### src/rtl/png_pkg.sv
// Shared definitions for the PNG encoder blocks: FSM state encoding,
// CRC word width and the standard chunk type codes (big-endian ASCII).
package png_pkg;

  localparam int CRC_WD = 32;

  localparam logic [2:0] ST_IDLE_ENC = 3'd0;
  localparam logic [2:0] ST_LEN_ENC  = 3'd1;
  localparam logic [2:0] ST_TYPE_ENC = 3'd2;
  localparam logic [2:0] ST_DATA_ENC = 3'd3;
  localparam logic [2:0] ST_WCRC_ENC = 3'd4;
  localparam logic [2:0] ST_CRC_ENC  = 3'd5;

  typedef enum logic [2:0] {
    ST_IDLE = ST_IDLE_ENC,
    ST_LEN  = ST_LEN_ENC,
    ST_TYPE = ST_TYPE_ENC,
    ST_DATA = ST_DATA_ENC,
    ST_WCRC = ST_WCRC_ENC,
    ST_CRC  = ST_CRC_ENC
  } png_state_e;

  localparam logic [31:0] TYPE_IHDR = 32'h49484452;
  localparam logic [31:0] TYPE_IDAT = 32'h49444154;
  localparam logic [31:0] TYPE_IEND = 32'h49454E44;

endpackage

### src/rtl/png_out_reg.sv
// Single-entry valid/ready output register. Accepts a new word whenever it
// is empty or its current word is being taken this cycle; otherwise the
// held word and valid stay stable.
module png_out_reg #(
  parameter int DATA_WD = 32
) (
  input  logic               clk,
  input  logic               rstn,
  input  logic               ld,
  input  logic [DATA_WD-1:0] ld_dat,
  output logic               free,
  output logic               val,
  output logic [DATA_WD-1:0] dat,
  input  logic               rdy
);

  assign free = !val || rdy;

  // Capture a word when free; drop valid when the word leaves with nothing new.
  always_ff @(posedge clk or negedge rstn) begin
    if (!rstn) begin
      val <= 1'b0;
      dat <= '0;
    end else if (free) begin
      val <= ld;
      if (ld) dat <= ld_dat;
    end
  end

endmodule

### src/rtl/png_chunk_gen.sv
// PNG chunk framer: emits length, type, payload words and the CRC word
// returned by an attached crc32 engine. Type and payload words are handed
// to crc32 exactly once, on the cycle they load the output register.
// Optional macro PNG_CHUNK_LEN_CHK_EN enables the sticky in_lst_i vs.
// byte-length consistency flag on err_o; without it err_o is tied low.
module png_chunk_gen
  import png_pkg::*;
#(
  parameter int DATA_WD = 32,
  parameter int LEN_WD  = 31
) (
  input  logic               clk,
  input  logic               rstn,
  input  logic               start_i,
  input  logic [LEN_WD-1:0]  len_i,
  input  logic [DATA_WD-1:0] type_i,
  output logic               busy_o,
  output logic               done_o,
  input  logic               in_val_i,
  input  logic [DATA_WD-1:0] in_dat_i,
  input  logic               in_lst_i,
  output logic               in_rdy_o,
  output logic               out_val_o,
  output logic [DATA_WD-1:0] out_dat_o,
  input  logic               out_rdy_i,
  output logic               crc_start_o,
  output logic               crc_val_o,
  output logic [DATA_WD-1:0] crc_dat_o,
  output logic               crc_lst_o,
  input  logic               crc_done_i,
  input  logic [DATA_WD-1:0] crc_dat_i,
  output logic               err_o
);

  localparam logic [LEN_WD-3:0] CNT_ONE = 1;

  png_state_e         state_q;
  logic [LEN_WD-3:0]  cnt_q;       // payload words still to come
  logic [DATA_WD-1:0] type_q;
  logic [CRC_WD-1:0]  crc_hold_q;  // CRC parked here until the output register frees
  logic               crc_sent_q;  // CRC word already sits in the output register
  logic               ld;
  logic [DATA_WD-1:0] ld_dat;
  logic               free;
  logic               start_acc;
  logic [DATA_WD-1:0] len_word;

  // Byte length rounded down to whole words; the two LSBs of len_i never count.
  logic [1:0] unused_len_lsb;
  assign unused_len_lsb = len_i[1:0];

  assign start_acc = (state_q == ST_IDLE) && start_i;
  assign len_word  = {{(DATA_WD-LEN_WD){1'b0}}, cnt_q, 2'b00};

  png_out_reg #(.DATA_WD(DATA_WD)) u_out_reg (
    .clk    (clk),
    .rstn   (rstn),
    .ld     (ld),
    .ld_dat (ld_dat),
    .free   (free),
    .val    (out_val_o),
    .dat    (out_dat_o),
    .rdy    (out_rdy_i)
  );

  // Per-state output-register load and the matching crc32 strobe.
  always_comb begin
    ld        = 1'b0;
    ld_dat    = '0;
    in_rdy_o  = 1'b0;
    crc_val_o = 1'b0;
    crc_dat_o = '0;
    crc_lst_o = 1'b0;
    done_o    = 1'b0;
    case (state_q)
      ST_LEN: begin
        ld     = free;
        ld_dat = len_word;
      end
      ST_TYPE: begin
        ld        = free;
        ld_dat    = type_q;
        crc_val_o = free;
        crc_dat_o = free ? type_q : '0;
        crc_lst_o = free && (cnt_q == '0);
      end
      ST_DATA: begin
        in_rdy_o  = free;
        ld        = free && in_val_i;
        ld_dat    = in_dat_i;
        crc_val_o = ld;
        crc_dat_o = ld ? in_dat_i : '0;
        crc_lst_o = ld && (cnt_q == CNT_ONE);
      end
      ST_CRC: begin
        ld     = free && !crc_sent_q;
        ld_dat = crc_hold_q;
        done_o = crc_sent_q && out_val_o && out_rdy_i;
      end
      default: ;
    endcase
  end

  // Chunk sequencing: latch the request, walk the words, collect the CRC.
  always_ff @(posedge clk or negedge rstn) begin
    if (!rstn) begin
      state_q     <= ST_IDLE;
      cnt_q       <= '0;
      type_q      <= '0;
      crc_hold_q  <= '0;
      crc_sent_q  <= 1'b0;
      busy_o      <= 1'b0;
      crc_start_o <= 1'b0;
    end else begin
      crc_start_o <= 1'b0;
      case (state_q)
        ST_IDLE: begin
          if (start_i) begin
            cnt_q       <= len_i[LEN_WD-1:2];
            type_q      <= type_i;
            busy_o      <= 1'b1;
            crc_start_o <= 1'b1;
            state_q     <= ST_LEN;
          end
        end
        ST_LEN: begin
          if (free) state_q <= ST_TYPE;
        end
        ST_TYPE: begin
          if (free) state_q <= (cnt_q == '0) ? ST_WCRC : ST_DATA;
        end
        ST_DATA: begin
          if (ld) begin
            cnt_q <= cnt_q - CNT_ONE;
            if (cnt_q == CNT_ONE) state_q <= ST_WCRC;
          end
        end
        ST_WCRC: begin
          if (crc_done_i) begin
            crc_hold_q <= crc_dat_i;
            state_q    <= ST_CRC;
          end
        end
        ST_CRC: begin
          if (!crc_sent_q) begin
            if (free) crc_sent_q <= 1'b1;
          end else if (out_val_o && out_rdy_i) begin
            crc_sent_q <= 1'b0;
            busy_o     <= 1'b0;
            state_q    <= ST_IDLE;
          end
        end
        default: state_q <= ST_IDLE;
      endcase
    end
  end

`ifdef PNG_CHUNK_LEN_CHK_EN
  logic err_q;
  assign err_o = err_q;

  // Sticky flag: in_lst_i must mark exactly the final counted payload word.
  always_ff @(posedge clk or negedge rstn) begin
    if (!rstn) begin
      err_q <= 1'b0;
    end else if (start_acc) begin
      err_q <= 1'b0;
    end else if ((state_q == ST_DATA) && ld && (in_lst_i != (cnt_q == CNT_ONE))) begin
      err_q <= 1'b1;
    end
  end
`else
  logic unused_lst;
  logic unused_start_acc;
  assign unused_lst       = in_lst_i;
  assign unused_start_acc = start_acc;
  assign err_o            = 1'b0;
`endif

endmodule

### config.mk
export PLATFORM = sky130hd
export DESIGN_NAME = png_chunk_gen
export DESIGN_NICKNAME = d
export VERILOG_FILES = /design/src/rtl/png_pkg.sv /design/src/rtl/png_out_reg.sv /design/src/rtl/png_chunk_gen.sv
export SDC_FILE = /design/constraint.sdc
export NUM_CORES = 1
export LEC_CHECK = 0
export ABC_AREA = 1
export CORE_MARGIN = 4
export CORE_UTILIZATION = 49
export DETAILED_ROUTE_END_ITERATION = 7
export PLACE_DENSITY = 0.77
export SLEW_MARGIN = 10
export SYNTH_ARGS = -nofsm -noshare
export SYNTH_HDL_FRONTEND = slang
export SYNTH_SLANG_ARGS = --single-unit
### constraint.sdc
create_clock -name clk -period 2.08 [get_ports clk]
set_input_delay 0.416 -clock clk [delete_from_list [all_inputs] [get_ports clk]]
set_output_delay 0.416 -clock clk [all_outputs]
set_load 0.01 [all_outputs]
==> results.json, run 1 <==
{
  "crit_chain": "buf_12, nand3_4, nor2_4, buf_6, buf_12, nand2_2, o21ai_1, buf_2",
  "clock_latency_ps": 430,
  "area_growth_pct": 57.2,
  "htree_levels": 4,
  "cpPeakStageDelay_ps": 430,
  "path_clk_slew_ps": 60,
  "gp_congestion": 0.919,
  "wl_per_cell_um": 19.4,
  "setup_ws_ps": -174,
  "root_buffer": "clkbuf_16",
  "cts_made_buffers": 17,
  "synth_edf_count": 0,
  "cp_max_fo": 8,
  "slew_headroom_pct": 63.1,
  "overflow": 0,
  "grt_pass1_vias": 8791,
  "drt_iter0_drc": 907,
  "vias": 8747,
  "rows": 44,
  "cp.required_ps": 1660,
  "hold_violations": 0,
  "slew_violations": 0,
  "setup_tns_ps": -4200,
  "start_util_pct": 50.7,
  "grt_max_degree": 53,
  "antenna_found_initial": 3,
  "post_drt_via_cell_ratio": 5.57,
  "leakage_nw": 5.77,
  "final.min_clock_period_ps": 2250,
  "fin_skew_ps": 7.57,
  "drc": 0,
  "synth_area_mm2": 0.00748,
  "startpoint_type": "register",
  "drive_above_1_share_pct": 26.6,
  "cp_common_cell": "buf_12",
  "syn_nets": 1169,
  "cap_violations": 0,
  "grt_pass1_wl_mm": 46.1,
  "rsz0062_at_grt": "yes",
  "setup_viol": 38,
  "synthDistinctLibCells": 34,
  "critPathBufInv": 4,
  "status": "finished with violations",
  "fin_nets": 1506,
  "die_y_um": 132,
  "finalCritPeriodShare_pct": 108,
  "crit_type": "reg2out",
  "ys_ff_latch": 132,
  "syn_inst": 1033,
  "port_buffers": 201,
  "violations": "negative setup slack",
  "worstPathArrival_ps": 1840,
  "ys_seq_area_share_pct": 44.2,
  "clk_path_buf_depth": 2,
  "syn_area_per_cell_um2": 7.24,
  "place_ws_ps": -636,
  "peakVddDrop_v": 0.000944,
  "routed_wl_mm": 30.5,
  "clock-sinks": 132,
  "min_path_type": "reg2reg",
  "first_pass_iters": 5,
  "synthArstFlopShare_pct": 100,
  "crit_family": "buffers and inverters",
  "powerDensity_mw_per_mm2": 1410,
  "ys.flop_type": "dfrtp_1",
  "end_kind": "primary output",
  "fmax_mhz": 444,
  "gr-usage-all-layers_pct": 33.5,
  "ios": 206,
  "synth_warnings": 0,
  "fp.coreArea_mm2": 0.0148,
  "antenna_left": 0,
  "cts_tree": "built",
  "worstMarginPinSlew_ps": 553,
  "die_area_mm2": 0.0173,
  "hpwl_mm": 20.1,
  "die_w_um": 132,
  "crit_slowest_cell": "dfrtp_1"
}
synthesized netlist by cell type, types with 5 or more instances:
cell type / instances / share of area, %
inv_2: 7 / 0.35
nand3_2: 5 / 0.67
o21ai_0: 53 / 3.5
clkbuf_1: 15 / 0.75
buf_2: 21 / 1.4
nand3_1: 47 / 3.1
nand2_1: 476 / 24
nand2_2: 8 / 0.67
inv_1: 53 / 2.7
mux2_2: 30 / 4.5
o2111ai_1: 28 / 3.3
nor2_1: 95 / 4.8
dfrtp_1: 132 / 44
a21oi_1: 6 / 0.40
nand4_1: 10 / 0.84
o21ai_2: 10 / 1.2
kinds of logic (layout without fill, tap and decap cells):
kind of cell	after synthesis	after routing	share of synthesized area, %
and+or+nand+nor	653	653	35.3
DFF	132	132	44.2
buffers and inverters	107	457	6.34
AOI/OAI and AO/OA	106	106	9.10
muxes	30	30	4.52
adders and majority gates	2	2	0.335
xor gates and xnor gates	2	2	0.234
other	1	3	0.0501
final timing paths:
check / startpoint / endpoint / slack (ps) / cells past startpoint
setup / recovery: state_q[0] / crc_dat_o[14] / -170 / 8
hold / removal: type_q[27] / type_q[27] / 480 / 2
setup reg to reg: cnt_q[1] / cnt_q[8] / -70 / 17
hold reg to reg: type_q[27] / type_q[27] / 480 / 2
max in group asynchronous: rstn / cnt_q[17] / 900 / 3
min in group asynchronous: rstn / cnt_q[2] / 510 / 2
power breakdown:
group	internal [mW]	total [mW]	switching [mW]
clock network	1.59	2.85	1.27
registers	3.72	4.40	0.688
logic	4.03	9.31	5.28
total	9.33	16.6	7.23
cell usage in the layout, fill, tap and decap left out, types with 30 or more instances in the layout:
master	instances
mux2_2	30
buf_2	34
dfrtp_1	132
clkdlybuf4s50_1	163
nand2_1	437
inv_1	48
nand2_2	36
nor2_1	90
buf_4	133
nand3_1	45
through the flow:
step | hold WS (ps) | cell area (um^2) | std cells | power, mW | util (%)
after detailed placement | 416 | 10600 | 1507 | 12.6 | 72.2
after global placement | 413 | 10600 | 1507 | 12.4 | 72.2
after CTS | 478 | 11500 | 1561 | 15.9 | 78.0
after global routing | 496 | 11800 | 1569 | 17.5 | 79.7
after floorplan | 120 | 7480 | 1033 | 8.69 | -
final | 481 | 11800 | 1569 | 16.6 | 79.7
layout make-up:
| class | count | area (um^2) |
|---|---|---|
| multi-input cells | 794 | 4020 |
| well taps | 184 | 230 |
| clock buffers | 18 | 439 |
| diodes | 2 | 5.00 |
| repair buffers | 364 | 3390 |
| fillers | 989 | 3000 |
| flip-flops and latches | 132 | 3300 |
| clock inverters | 14 | 118 |
| inverters | 61 | 249 |
tightest hold or removal path, stage by stage (launching register included):
cell and delay [ps]:
dfrtp_1 340, nand2_1 50, nand2_1 60
state kept, by name (all words and copies together) (netlist names), 3 cells and up:
signal,cells
cnt_q,29
state_q,3
crc_hold_q,32
u_out_reg.dat,32
type_q,32
metal layers:
metal,vias to the layer above,track usage (%),part of all wire [%]
met5,-,0,0.026
met4,2,17.1,4.7
met3,117,10.3,9.8
met2,523,54.9,48
met1,4101,40.1,37
li1,4004,-,-
timing repair:
item,CTS,global route
hold buffers,1,0
hold endpoints to repair,48,0
gates resized for setup,238,56
gates cloned,5,2
endpoints found under the setup margin,36,99
pin swaps,4,12
buffers inserted,16,7
No activity file was read; power rests on OpenSTA's default activity.
==> inputs of run 2 (changes only) <==
- CORE_UTILIZATION: 49 -> 30
- CTS_CLUSTER_SIZE: not set -> 8
- PLACE_DENSITY: 0.77 -> 0.5
==> results.json, run 2 (synthesis gave the netlist of run 1 again) <==
{
  "root_buffer": "clkbuf_16",
  "die_w_um": 166,
  "ios": 206,
  "fin_cells": 1739,
  "power_switching_share_pct": 42.3,
  "grt_util_met1_pct": 29.1,
  "drt_iter0_drc": 535,
  "rsz0062_at_grt": "yes",
  "status": "finished with violations",
  "reg2reg_depth": 13,
  "cp.required_ps": 1660,
  "die_y_um": 166,
  "grt_util_met3_pct": 5.38,
  "drc": 0,
  "setup_viol": 34,
  "routed_wl_mm": 31.1,
  "cts_made_buffers": 17,
  "crit_slowest_cell": "dfrtp_1",
  "hpwl_mm": 22.4,
  "end_kind": "primary output",
  "peakVddDrop_v": 0.000505,
  "drive_above_1_share_pct": 28.2,
  "finalCritPeriodShare_pct": 110,
  "grt_max_degree": 43,
  "fin_nets": 1535,
  "crit_family": "buffers and inverters",
  "final.min_clock_period_ps": 2280,
  "violations": "negative setup slack",
  "port_buffers": 201,
  "critPathBufInv": 4,
  "reg2reg_slack_ps": 130,
  "clock_latency_ps": 430,
  "gr-usage-all-layers_pct": 22.3,
  "vias": 8244,
  "place_area_mm2": 0.0109,
  "p_int_mw": 9.67,
  "pwr-share-seq_pct": 26.0,
  "setup_ws_ps": -199,
  "reg2reg_from": "state_q[0]",
  "hold_violations": 0,
  "worstPathArrival_ps": 1860,
  "fin_skew_ps": 16.4,
  "antenna_left": 0,
  "rows": 57,
  "setup_tns_ps": -5120,
  "crit_type": "reg2out",
  "largestRegisters": "crc_hold_q (32), type_q (32), u_out_reg.dat (32)",
  "first_pass_iters": 4,
  "cp_common_cell": "buf_4",
  "fp.coreArea_mm2": 0.0244,
  "p_switching_mw": 7.08,
  "htree_levels": 4,
  "powerDensity_mw_per_mm2": 1370,
  "grt-busiest-layer": "met2",
  "final_common_cell": "nand2_1",
  "slew_violations": 0,
  "gp_congestion": 0.885,
  "mostFrequentLayoutCells": "nand2_1 (447), clkdlybuf4s50_1 (163), buf_4 (150)",
  "final_util_pct": 50.1,
  "leakage_nw": 5.89,
  "place_ws_ps": -669,
  "post_drt_via_cell_ratio": 4.74,
  "cp_max_fo": 3,
  "start_util_pct": 30.7,
  "power_frac_clock_pct": 17.8,
  "die_area_mm2": 0.0275,
  "min_path_type": "in2async",
  "finalInstanceArea_mm2": 0.0122,
  "grt_pass1_wl_mm": 48.0,
  "r2r-end": "cnt_q[28]",
  "cts_tree": "built",
  "fmax_mhz": 439,
  "wl_per_cell_um": 17.9,
  "cap_violations": 0,
  "holdWs_ps": 438,
  "startpoint_type": "register",
  "placedCellCount": 1664,
  "antenna_found_initial": 3,
  "grt_use_met2_pct": 37.1,
  "crit_chain": "inv_2, nand3_4, buf_4, buf_4, nor2_2, nand4_1, o21ai_2, buf_2",
  "grt_pass1_vias": 8262,
  "path_clk_slew_ps": 70,
  "overflow": 0,
  "clk_path_buf_depth": 2,
  "clock-sinks": 132,
  "cpPeakStageDelay_ps": 400,
  "p_total_mw": 16.8,
  "combPwrFrac_pct": 56.2,
  "area_growth_pct": 63.3
}
==> run 2: layout make-up <==
class                           instances  area [um^2]
Sequential cell                       132         3300
Multi-Input combinational cell        794         3960
Tap cell                              324          405
Clock inverter                         14          139
Inverter                               61          255
Fill cell                            2470        12200
Antenna cell                            3         7.51
Timing Repair Buffer                  393         3720
Clock buffer                           18          429
==> run 2: timing repair <==
action,CTS,global route
gates resized for setup,222,71
buffers inserted,18,11
endpoints found under the hold margin,29,0
pin swaps,6,17
setup endpoints to repair,36,36
hold buffers,1,0
cloned,9,1
==> run 2: metal layers <==
layer,up-vias,routed length (um)
li1,4073,-
met1,3900,13700
met2,243,14900
met3,28,1880
met4,0,587
met5,-,0
==> run 2: worst register-to-register path, stage by stage, from the launching register on <==
cell     delay [ps]
dfrtp_1         430
buf_6           150
nand3_4          80
nor2_4           60
buf_6           130
buf_8           130
buf_4           140
nor2_4          110
nand3_2         100
nand2_4         150
buf_4           210
nor2_1           60
nand2_1          60
nand2_1          50
==> run 2: worst max-delay path by stage <==
stage	startpoint	cells past startpoint	slack, ps	end
2_1_floorplan	cnt_q[0]	8	120	crc_lst_o
6_report	state_q[2]	8	-200	crc_lst_o
4_1_cts	state_q[2]	8	-200	crc_lst_o
3_5_place_dp	out_rdy_i	8	-670	crc_dat_o[25]
5_1_grt	state_q[2]	8	-280	crc_lst_o
3_3_place_gp	out_rdy_i	8	-620	crc_dat_o[25]
==> run 2: power groups by stage <==
| stage | combinational [mW] | clock [mW] | sequential (mW) |
|---|---|---|---|
| 6_report | 9.42 | 2.98 | 4.36 |
| 2_1_floorplan | 4.25 | 0 | 4.44 |
| 3_3_place_gp | 8.43 | 0 | 4.34 |
| 3_5_place_dp | 8.48 | 0 | 4.35 |
| 5_1_grt | 10.4 | 3.13 | 4.50 |
| 4_1_cts | 9.11 | 3.03 | 4.35 |
==> inputs of run 3 (changes only) <==
- MAX_ROUTING_LAYER: not set -> met4
==> results.json, run 3 (synthesis gave the netlist of run 1 again) <==
{
  "fmax_mhz": 439,
  "hpwl_mm": 22.4,
  "clock_latency_ps": 430,
  "gp_congestion": 0.900,
  "root_buffer": "clkbuf_16",
  "leakage_nw": 5.86,
  "cp_common_cell": "buf_4",
  "antenna_left": 0,
  "wl_per_cell_um": 17.7,
  "holdWs_ps": 439,
  "crit_type": "reg2out",
  "die_w_um": 166,
  "crit_slowest_cell": "dfrtp_1",
  "clock-sinks": 132,
  "finalCritPeriodShare_pct": 109,
  "fin_nets": 1534,
  "port_buffers": 201,
  "antenna_found_initial": 3,
  "reg2reg_from": "state_q[0]",
  "critPathBufInv": 4,
  "placedCellCount": 1664,
  "worstPathArrival_ps": 1860,
  "fin_cells": 1738,
  "slew_violations": 0,
  "drc": 0,
  "gr-usage-all-layers_pct": 23.0,
  "final.min_clock_period_ps": 2280,
  "violations": "negative setup slack",
  "startpoint_type": "register",
  "min_path_type": "in2async",
  "vias": 8215,
  "area_growth_pct": 62.8,
  "nFillCells": 2473,
  "grt_pass1_vias": 8282,
  "rsz0062_at_grt": "yes",
  "multi_input_area_mm2": 0.00395,
  "mostFrequentLayoutCells": "nand2_1 (447), clkdlybuf4s50_1 (163), buf_4 (151)",
  "cpPeakStageDelay_ps": 400,
  "die_y_um": 166,
  "hold_violations": 0,
  "overflow": 0,
  "clk_path_buf_depth": 2,
  "die_area_mm2": 0.0275,
  "drt_iter0_drc": 545,
  "largestRegisters": "crc_hold_q (32), type_q (32), u_out_reg.dat (32)",
  "drive_above_1_share_pct": 28.1,
  "post_drt_via_cell_ratio": 4.73,
  "peakVddDrop_v": 0.000503,
  "setup_ws_ps": -197,
  "fin_skew_ps": 12.6,
  "powerDensity_mw_per_mm2": 1370,
  "crit_chain": "inv_2, nand3_4, buf_4, buf_4, nor2_2, nand4_1, o21ai_2, buf_2",
  "end_kind": "primary output",
  "cap_violations": 0,
  "cts_tree": "built",
  "start_util_pct": 30.7,
  "final_common_cell": "nand2_1",
  "grt_max_degree": 43,
  "startpoint": "state_q[2]",
  "status": "finished with violations",
  "cp_max_fo": 3,
  "fp.coreArea_mm2": 0.0244,
  "cp.required_ps": 1660,
  "first_pass_iters": 5,
  "path_clk_slew_ps": 70,
  "cts_made_buffers": 17,
  "grt_pass1_wl_mm": 48.0,
  "setup_viol": 34,
  "rows": 57,
  "htree_levels": 4,
  "seq_area_mm2": 0.00330,
  "routed_wl_mm": 30.8,
  "crit_family": "buffers and inverters",
  "ios": 206
}
==> run 3: changes by cell type in the layout (fill, tap and decap cells not counted), sizes merged <==
cell,before,now
clkbuf,20,19
==> run 3: worst paths after layout <==
check	depth (start not counted)	end	slack, ps
setup / recovery	8	crc_lst_o	-200
hold / removal	2	type_q[10]	440
setup reg to reg	13	cnt_q[28]	140
hold reg to reg	2	u_out_reg.dat[10]	480
max in group asynchronous	3	type_q[29]	950
min in group clk	2	u_out_reg.dat[10]	480
==> run 3: metal layers <==
metal  track usage (%)  vias to the layer above  part of all wire [%]
met5                 -                        -                     0
met4              6.03                        0                   2.3
met2              37.0                      228                    48
met1              29.3                     3885                    44
met3              5.43                       32                   6.0
li1                  -                     4070                     -
==> run 3: power by group <==
group          internal [mW]  switching, mW
sequential              3.71          0.642
clock                   1.68           1.29
combinational           4.25           5.09
total                   9.64           7.02
==> run 3: final cells by class <==
cell class	count	share of cell area, %
clock inverters	14	1.14
repair buffers	392	30.3
well taps	324	3.33
multi-input cells	794	32.4
diodes	3	0.0616
inverters	61	2.10
clock buffers	18	3.52
flip-flops and latches	132	27.1
==> run 3: timing repair <==
item	4_1_cts	5_1_grt
pin swaps	6	13
endpoints found under the hold margin	29	0
buffers inserted	18	11
gates resized for setup	222	68
setup endpoints to repair	36	36
hold buffers	1	0
gates cloned	9	0
==> run 3: through the flow <==
step,setup TNS [ps],total power [mW],worst slack (ps),utilization [%],cell area [um^2]
2_1_floorplan,0,8.69,119,-,7480
3_3_place_gp,-24480,12.8,-623,44.8,10900
3_5_place_dp,-28030,12.8,-669,44.8,10900
4_1_cts,-5370,16.5,-200,48.7,11900
5_1_grt,-7830,17.9,-284,49.9,12200
6_report,-4840,16.7,-197,49.9,12200
